`src/rtl/pc_fetch_ctrl_pkg.sv`:
```
// Shared sizing defaults and fetch-state encoding for the PC fetch controller,
// the branch-target LUT and the instruction memory.
package pc_fetch_ctrl_pkg;

  localparam int PC_W_DEF  = 7;   // 128-word instruction memory
  localparam int CNT_W_DEF = 16;  // retired-instruction counter

  typedef enum logic [1:0] {
    ST_IDLE   = 2'd0,
    ST_RUN    = 2'd1,
    ST_HALTED = 2'd2
  } fetch_state_e;

endpackage

```
`src/rtl/pc_fetch_ctrl_pc_next_sel.sv`:
```
// Combinational next-PC select: halt > taken branch > sequential, with
// end-of-memory detection instead of wrapping past the last address.
module pc_next_sel #(
  parameter int PC_W = 7
) (
  input  logic [PC_W-1:0] i_pc,
  input  logic            i_halt,
  input  logic            i_branch_taken,
  input  logic [PC_W-1:0] i_branch_target,
  output logic [PC_W-1:0] o_next_pc,
  output logic            o_end_of_mem
);

  logic w_at_top;
  assign w_at_top = &i_pc;

  always_comb begin
    o_next_pc    = i_pc + 1'b1;
    o_end_of_mem = 1'b0;
    if (i_halt) begin
      o_next_pc = i_pc;
    end else if (i_branch_taken) begin
      o_next_pc = i_branch_target;
    end else if (w_at_top) begin
      // falling off the end holds the PC and is reported, never wraps
      o_next_pc    = i_pc;
      o_end_of_mem = 1'b1;
    end
  end

endmodule

```
`src/rtl/pc_fetch_ctrl.sv`:
```
// Program-counter fetch controller: IDLE/RUN/HALTED sequencing, branch/stall
// handling, overflow flag and saturating retired-instruction count.
module pc_fetch_ctrl
  import pc_fetch_ctrl_pkg::*;
#(
  parameter int PC_W  = PC_W_DEF,
  parameter int CNT_W = CNT_W_DEF
) (
  input  logic             clk,
  input  logic             rst_n,
  input  logic             start,
  input  logic [PC_W-1:0]  start_addr,
  input  logic             stall,
  input  logic             branch_taken,
  input  logic [PC_W-1:0]  branch_target,
  input  logic             halt,
  output logic [PC_W-1:0]  pc,
  output logic             busy,
  output logic             done,
  output logic             pc_ovf,
  output logic [CNT_W-1:0] icount
);

  fetch_state_e     r_state, w_state_nxt;
  logic [PC_W-1:0]  r_pc, w_pc_nxt, w_sel_pc;
  logic [CNT_W-1:0] r_icount, w_icount_nxt, w_icount_inc;
  logic             r_ovf, w_ovf_nxt;
  logic             r_busy, r_done;
  logic             w_end_of_mem;

  pc_next_sel #(.PC_W(PC_W)) u_next_sel (
    .i_pc            (r_pc),
    .i_halt          (halt),
    .i_branch_taken  (branch_taken),
    .i_branch_target (branch_target),
    .o_next_pc       (w_sel_pc),
    .o_end_of_mem    (w_end_of_mem)
  );

  assign w_icount_inc = (&r_icount) ? r_icount : r_icount + 1'b1;

  always_comb begin
    w_state_nxt  = r_state;
    w_pc_nxt     = r_pc;
    w_icount_nxt = r_icount;
    w_ovf_nxt    = r_ovf;
    case (r_state)
      ST_IDLE, ST_HALTED: begin
        if (start) begin
          w_state_nxt  = ST_RUN;
          w_pc_nxt     = start_addr;
          w_icount_nxt = '0;
          w_ovf_nxt    = 1'b0;
        end
      end
      ST_RUN: begin
        // a stalled cycle retires nothing, whatever halt/branch say
        if (!stall) begin
          w_pc_nxt     = w_sel_pc;
          w_icount_nxt = w_icount_inc;
          if (halt || w_end_of_mem) w_state_nxt = ST_HALTED;
          if (w_end_of_mem)         w_ovf_nxt   = 1'b1;
        end
      end
      default: w_state_nxt = ST_IDLE;
    endcase
  end

  always_ff @(posedge clk) begin
    if (!rst_n) begin
      r_state  <= ST_IDLE;
      r_pc     <= '0;
      r_icount <= '0;
      r_ovf    <= 1'b0;
      r_busy   <= 1'b0;
      r_done   <= 1'b0;
    end else begin
      r_state  <= w_state_nxt;
      r_pc     <= w_pc_nxt;
      r_icount <= w_icount_nxt;
      r_ovf    <= w_ovf_nxt;
      r_busy   <= (w_state_nxt == ST_RUN);
      r_done   <= (w_state_nxt == ST_HALTED);
    end
  end

  assign pc     = r_pc;
  assign busy   = r_busy;
  assign done   = r_done;
  assign pc_ovf = r_ovf;
  assign icount = r_icount;

endmodule

```
`config.mk`:
```
export PLATFORM = sky130hd
export DESIGN_NAME = pc_fetch_ctrl
export DESIGN_NICKNAME = d
export VERILOG_FILES = /design/src/rtl/pc_fetch_ctrl_pkg.sv /design/src/rtl/pc_fetch_ctrl_pc_next_sel.sv /design/src/rtl/pc_fetch_ctrl.sv
export SDC_FILE = /design/constraint.sdc
export NUM_CORES = 1
export LEC_CHECK = 0
export CORE_MARGIN = 1
export CORE_UTILIZATION = 47
export CTS_CLUSTER_SIZE = 28
export DETAILED_ROUTE_END_ITERATION = 8
export GPL_TIMING_DRIVEN = 0
export PLACE_DENSITY_LB_ADDON = 0.05
export SLEW_MARGIN = 20
export SYNTH_ARGS = -nofsm -noshare
export SYNTH_HDL_FRONTEND = slang
export SYNTH_SLANG_ARGS = --single-unit
export TNS_END_PERCENT = 5
```
`constraint.sdc`:
```
create_clock -name clk -period 1.85 [get_ports clk]
set_input_delay 0.37 -clock clk [delete_from_list [all_inputs] [get_ports clk]]
set_output_delay 0.37 -clock clk [all_outputs]
set_load 0.02 [all_outputs]
```
==> flow_metrics.env, run 1 <==
export IMPL_status="finished, final reports clean"
export IMPL_cts_sinks=28
export IMPL_crit_end="pc[5]"
export IMPL_cts_tree="yes"
export IMPL_power_leakage_uw=0.000799
export IMPL_drive_above_1_share_pct=13.5
export IMPL_fin_crit_sh_pct=97.4
export IMPL_async_flop_share_pct=0
export IMPL_power_density_nw_per_um2=620
export IMPL_clk_path_buf_depth=2
export IMPL_drtIter0Drc=89
export IMPL_dp_slack_ps=-282
export IMPL_fin_skew_ps=2.92
export IMPL_vias=1430
export IMPL_max_clock_freq_mhz=555
export IMPL_hp_class="register to register"
export IMPL_io_pins=46
export IMPL_drt_total_wl_mm=3.50
export IMPL_placementRows=20
export IMPL_period_needed_ps=1800
export IMPL_ys_flop_type="dfxtp_1"
export IMPL_clk_latency_ps=330
export IMPL_synth_cell_types=42
export IMPL_r2r_slack_ps=130
export IMPL_grt_pass1_wl_mm=6.18
export IMPL_ir_drop_mv=0.280
export IMPL_num_antenna_cells=0
export IMPL_root_buffer="clkbuf_4"
export IMPL_r2r_end="icount[15]$_SDFFE_PN0P_"
export IMPL_ys_seq_elements=28
export IMPL_tightest_slew_ps=468
export IMPL_finalMaxSlewViolations=0
export IMPL_vias_per_cell=5.22
export IMPL_path_buf_inv=1
export IMPL_syn_to_final_growth_pct=37.6
export IMPL_cts_made_buffers=3
export IMPL_hpwl_mm=2.72
export IMPL_finalHoldViolations=0
export IMPL_fp_dieW_um=59.5
export IMPL_reg2reg_depth=7
export IMPL_cap_violations=0
export IMPL_critPathLaunchType="register"
export IMPL_post_cts_setup_buffers=0
export IMPL_r2r_start="icount[0]$_SDFFE_PN0P_"
export IMPL_rsz0062_at_grt="yes"
export IMPL_ant_nets=0
export IMPL_crit_chain="clkdlybuf4s50_1"
export IMPL_coreArea_sq_um=3100
export IMPL_cp_end_kind="primary output"
export IMPL_setup_worst_path_class="register to primary output"
export IMPL_ys_seq_area_share_pct=36.0
export IMPL_yosys_warnings=0
export IMPL_design_area_sq_um=2140
export IMPL_clkTransAtPathRegs_ps=160
export IMPL_initial_core_util_pct=50.1
export IMPL_antenna_found_initial=0
export IMPL_portBuffers=45
export IMPL_placed_area_sq_um=2060
export IMPL_fin_nets=253
export IMPL_arrival_ps=1430
export IMPL_dr_pass1_iters=4
export IMPL_critPathMaxStageDelay_ps=650
export IMPL_slew_headroom_pct=68.8
export IMPL_crit_cells=1
export IMPL_grt_overflow_total=0
export IMPL_cts_max_level=1
export IMPL_whs_path_depth=2
export IMPL_gp_congestion=0.868
export IMPL_worstPathRequired_ps=1480
export IMPL_fin_ws_ps=48.7
export IMPL_die_area_sq_um=3540
export IMPL_syn_instance_count=181
export IMPL_setup_violations_final=0
export IMPL_grt_use_total_pct=22.8
export IMPL_cp_top_family="buffers and inverters"
export IMPL_grt_max_degree=17
export IMPL_wl_per_cell_um=12.8
export IMPL_crit_slowest_cell="clkdlybuf4s50_1"
export IMPL_grt_pass1_vias=1440
export IMPL_die_h_um=59.5
export IMPL_synth_area_sq_um=1560
export IMPL_synth_edf_count=0
export IMPL_cp_max_fo=5
export IMPL_drc=0
export IMPL_nFillCells=281
export IMPL_startpoint="pc[5]$_SDFFE_PN0P_"
export IMPL_hold_buffers=0
export IMPL_synth_fp_nets=203
export IMPL_synth_area_per_cell_sq_um=8.59
[worst reg2reg max path: cells and delay by family (launching register included)]
| family | cells | cell delay (ps) |
|---|---|---|
| adders and majority gates | 1 | 210 |
| xor gates and xnor gates | 1 | 180 |
| buffers and inverters | 1 | 190 |
| DFF | 1 | 380 |
| and+or+nand+nor | 3 | 270 |
| AOI/OAI and AO/OA | 1 | 400 |
[synth_stat cells (3+ instances only)]
cell / n / area, sq um
a2111oi_2: 4 / 60.1
a211oi_1: 5 / 37.5
a21oi_1: 7 / 35.0
clkbuf_1: 4 / 15.0
nand2_1: 19 / 71.3
dfxtp_1: 28 / 561
inv_1: 6 / 22.5
nor2_1: 19 / 71.3
nand3_1: 7 / 35.0
o21ai_0: 13 / 65.1
xnor2_1: 15 / 131
a31oi_1: 6 / 37.5
mux2i_1: 5 / 50.1
nor2b_1: 3 / 18.8
[report_power, final]
group	switching (uW)	internal, uW
clock network	189	219
logic	127	130
registers	31.7	629
total	347	978
[stage by stage]
step | hold slack [ps] | setup TNS, ps | cells | total power [uW] | utilization, %
floorplan | 508 | 0 | 181 | 810 | -
global placement | 475 | -1750 | 270 | 920 | 66.4
detailed placement | 483 | -2820 | 270 | 925 | 66.4
CTS | 522 | 0 | 274 | 1330 | 68.1
global route | 569 | -0.429 | 274 | 1390 | 69.0
finish | 526 | 0 | 274 | 1330 | 69.0
[layer usage]
layer  wire length (um)  track usage (%)
met4                 19             5.98
met2               1840             43.2
met3                119             3.06
met1               1520             26.7
met5                  0                0
[registers in the layout, indices dropped and copies added, names as in the netlist]
register	flops
busy	1
done	1
icount	16
pc	7
pc_ovf	1
r_state	2
[repair_timing]
| item | CTS | global route |
|---|---|---|
| endpoints found under the setup margin | 2 | 16 |
| resized for setup | 2 | 13 |
| hold endpoints to repair | 0 | 0 |
| pin swaps | 0 | 1 |
[placed cells by master, fill, tap and decap left out, types with 2 or more instances in the layout]
master / n
dlymetal6s2s_1: 4
a21oi_2: 2
inv_1: 6
a2111oi_2: 4
or4_1: 2
a21oi_1: 7
o31ai_1: 2
a21boi_0: 2
o21ai_0: 11
a31oi_1: 6
ha_1: 2
xnor2_1: 15
clkdlybuf4s50_1: 41
nand2_1: 18
nor2_1: 19
nand4_1: 2
nor2b_1: 3
clkbuf_1: 4
o21a_1: 2
and3_1: 2
o21ai_1: 2
nand3_1: 7
clkbuf_4: 4
dfxtp_2: 6
dfxtp_1: 22
buf_6: 2
and4_1: 2
a211oi_1: 5
mux2i_1: 5
nand2b_1: 2
[kinds of logic after synthesis]
| kind of cell | Yosys count | share of synthesized area [%] |
|---|---|---|
| mux | 5 | 3.22 |
| flops | 28 | 36.0 |
| compound gates | 46 | 20.8 |
| xor+xnor | 16 | 9.01 |
| fa+ha+maj | 2 | 1.61 |
| buf+inv | 14 | 4.50 |
| simple gates | 70 | 24.8 |
[worst min path at each step]
stage                                  from                 endpoint
global placement        pc_ovf$_SDFFE_PN0P_      pc_ovf$_SDFFE_PN0P_
detailed placement      pc_ovf$_SDFFE_PN0P_      pc_ovf$_SDFFE_PN0P_
CTS                     pc_ovf$_SDFFE_PN0P_      pc_ovf$_SDFFE_PN0P_
global route        icount[12]$_SDFFE_PN0P_  icount[12]$_SDFFE_PN0P_
floorplan                             rst_n       pc[5]$_SDFFE_PN0P_
finish                  pc_ovf$_SDFFE_PN0P_      pc_ovf$_SDFFE_PN0P_
[cell type report]
type	count	area, sq um	area share [%]
inverter	6	22.5	1.05
sequential	28	568	26.5
multi-input combinational	139	931	43.5
clock inverter	1	30.0	1.40
tap	44	55.1	2.57
buffer	8	50.0	2.34
clock buffer	3	22.5	1.05
timing repair buffer	45	460	21.5
Note: power is estimated with default switching activity, not from simulation.
==> inputs of run 2 (changes only) <==
CORE_UTILIZATION = 42   (was 47)
clock period = 1.5 ns   (was 1.85 ns; I/O delays follow)
==> run 2 against run 1 <==
Die area grew 11%. Routed wire length grew 10%. Largest power group unchanged. Total power grew 18%. Clock power grew 3%. The run now ends with negative setup slack left. Core utilization shrank 2.1 points.
==> flow_metrics.env, run 2 (synthesis gave the netlist of run 1 again) <==
export IMPL_status="finished with violations"
export IMPL_violations="negative setup slack"
export IMPL_fin_crit_sh_pct=108
export IMPL_min_to="r_state[0]$_SDFF_PN0_"
export IMPL_rsz0062_at_grt="yes"
export IMPL_clock_power_share_pct=26.8
export IMPL_grt_pass1_wl_mm=6.18
export IMPL_vias_per_cell=5.33
export IMPL_drc=0
export IMPL_num_antenna_cells=0
export IMPL_grt_overflow_total=0
export IMPL_r2r_slack_ps=-120
export IMPL_die_h_um=62.9
export IMPL_largest_reg_flops=16
export IMPL_clk_path_buf_depth=2
export IMPL_grt_max_degree=16
export IMPL_fin_skew_ps=4.90
export IMPL_design_area_sq_um=2300
export IMPL_slew_headroom_pct=67.8
export IMPL_hp_class="input pin to register"
export IMPL_regArea_sq_um=597
export IMPL_grt_use_total_pct=19.4
export IMPL_coreArea_sq_um=3440
export IMPL_setup_violations_final=8
export IMPL_multiInputGateArea_sq_um=1050
export IMPL_finalMaxSlewViolations=0
export IMPL_root_buffer="clkbuf_8"
export IMPL_switchingPower_uw=443
export IMPL_hpwl_mm=2.75
export IMPL_tightest_slew_ps=483
export IMPL_r2r_end="icount[10]$_SDFFE_PN0P_"
export IMPL_cp_max_fo=5
export IMPL_power_internal_uw=1120
export IMPL_dp_slack_ps=-466
export IMPL_cts_tree="yes"
export IMPL_arrival_ps=1820
export IMPL_final_common_cell="dlygate4sd2_1"
export IMPL_r2r_start="icount[0]$_SDFFE_PN0P_"
export IMPL_placementRows=21
export IMPL_critPathLaunchType="register"
export IMPL_initial_core_util_pct=45.2
export IMPL_cts_made_buffers=3
export IMPL_whs_path_depth=3
export IMPL_fp_dieW_um=62.9
export IMPL_finalHoldViolations=0
export IMPL_placed_area_sq_um=2120
export IMPL_drtIter0Drc=46
export IMPL_gp_congestion=0.837
export IMPL_startpoint="icount[0]$_SDFFE_PN0P_"
export IMPL_io_pins=46
export IMPL_die_area_sq_um=3950
export IMPL_fin_ws_ps=-120
export IMPL_combPwrFrac_pct=20.9
export IMPL_worstHoldStart="start"
export IMPL_total_power_uw=1560
export IMPL_clk_latency_ps=270
export IMPL_cap_violations=0
export IMPL_seqPwrFrac_pct=52.3
export IMPL_vias=1498
export IMPL_worstPathRequired_ps=1690
export IMPL_cp_end_kind="register"
export IMPL_power_leakage_uw=0.000946
export IMPL_setup_worst_path_class="register to register"
export IMPL_max_clock_freq_mhz=617
export IMPL_whs_ps=402
export IMPL_grt_pass1_vias=1422
export IMPL_mostFrequentLayoutCells="dlygate4sd2_1 (25), nor2_1 (19), nand2_1 (18)"
export IMPL_ant_nets=0
export IMPL_drive_above_1_share_pct=24.3
export IMPL_dr_pass1_iters=4
export IMPL_ir_drop_mv=0.391
export IMPL_syn_to_final_growth_pct=47.9
export IMPL_fin_nets=258
export IMPL_drt_total_wl_mm=3.86
export IMPL_p_sw_share_pct=28.3
export IMPL_cts_sinks=28
export IMPL_clkTransAtPathRegs_ps=90
export IMPL_nFillCells=313
export IMPL_wl_per_cell_um=13.7
export IMPL_reg2reg_depth=6
export IMPL_portBuffers=45
export IMPL_cts_max_level=1
export IMPL_antenna_found_initial=0
export IMPL_period_needed_ps=1620
export IMPL_power_density_nw_per_um2=680
-- run 2: cell count changes in the layout (fill, tap and decap cells not counted), moves of 3 or more --
cell	before	now
dfxtp_4	0	5
clkdlybuf4s50_1	41	16
clkbuf_8	0	3
dfxtp_2	6	14
dlygate4sd2_1	0	25
dfxtp_1	22	9
buf_4	0	5
clkbuf_4	4	0
-- run 2: final cells by class --
cell class	instances	share of cell area [%]
timing repair buffer	50	20.3
buffer	8	2.61
inverter	6	0.979
sequential	28	26.0
clock buffer	4	1.96
tap	46	2.50
multi-input combinational	139	45.7
-- run 2: worst max-delay path, stage by stage (launching register included) --
cell and delay, ps:
dfxtp_4 380, ha_4 150, nand3_4 100, nor2_4 170, nand2_4 80, or4_1 500, a21oi_1 170
-- run 2: timing repair --
action | CTS | global route
endpoints found under the setup margin | 46 | 24
pin swaps | 2 | 9
hold buffers | 0 | 0
gates resized for setup | 30 | 28
buffers inserted | 0 | 5
-- run 2: worst max-delay path by stage --
| stage | to | slack, ps | cells after the start |
|---|---|---|---|
| 6_report | icount[10]$_SDFFE_PN0P_ | -120 | 6 |
| 2_1_floorplan | icount[8]$_SDFFE_PN0P_ | -30 | 5 |
| 5_1_grt | icount[10]$_SDFFE_PN0P_ | -190 | 6 |
| 3_5_place_dp | pc[6]$_SDFFE_PN0P_ | -470 | 7 |
| 4_1_cts | icount[12]$_SDFFE_PN0P_ | -140 | 6 |
| 3_3_place_gp | icount[14]$_SDFFE_PN0P_ | -420 | 7 |
-- run 2: metrics by stage --
stage | TNS, ps | utilization (%) | std cells
final | -351 | 66.8 | 281
after CTS | -2070 | 62.6 | 276
after detailed placement | -9690 | 61.6 | 272
after global routing | -1640 | 66.8 | 281
after global placement | -8530 | 61.6 | 272
after floorplan | -226 | - | 181
-- run 2: power groups by stage --
| stage | Clock, uW | Combinational, uW | Sequential [uW] |
|---|---|---|---|
| 6_report | 419 | 326 | 818 |
| 5_1_grt | 452 | 358 | 823 |
| 4_1_cts | 428 | 304 | 813 |
| 3_5_place_dp | 0 | 317 | 830 |
| 3_3_place_gp | 0 | 310 | 830 |
| 2_1_floorplan | 0 | 148 | 855 |
-- run 2: routing by layer --
layer | vias to the layer above | wire, um | GRT usage [%] | part of all wire, %
li1 | 754 | - | - | -
met1 | 696 | 1600 | 21.5 | 41
met2 | 42 | 2070 | 37.6 | 54
met3 | 6 | 123 | 2.37 | 3.2
met4 | 0 | 59 | 6.10 | 1.5
met5 | - | 0 | 0 | 0
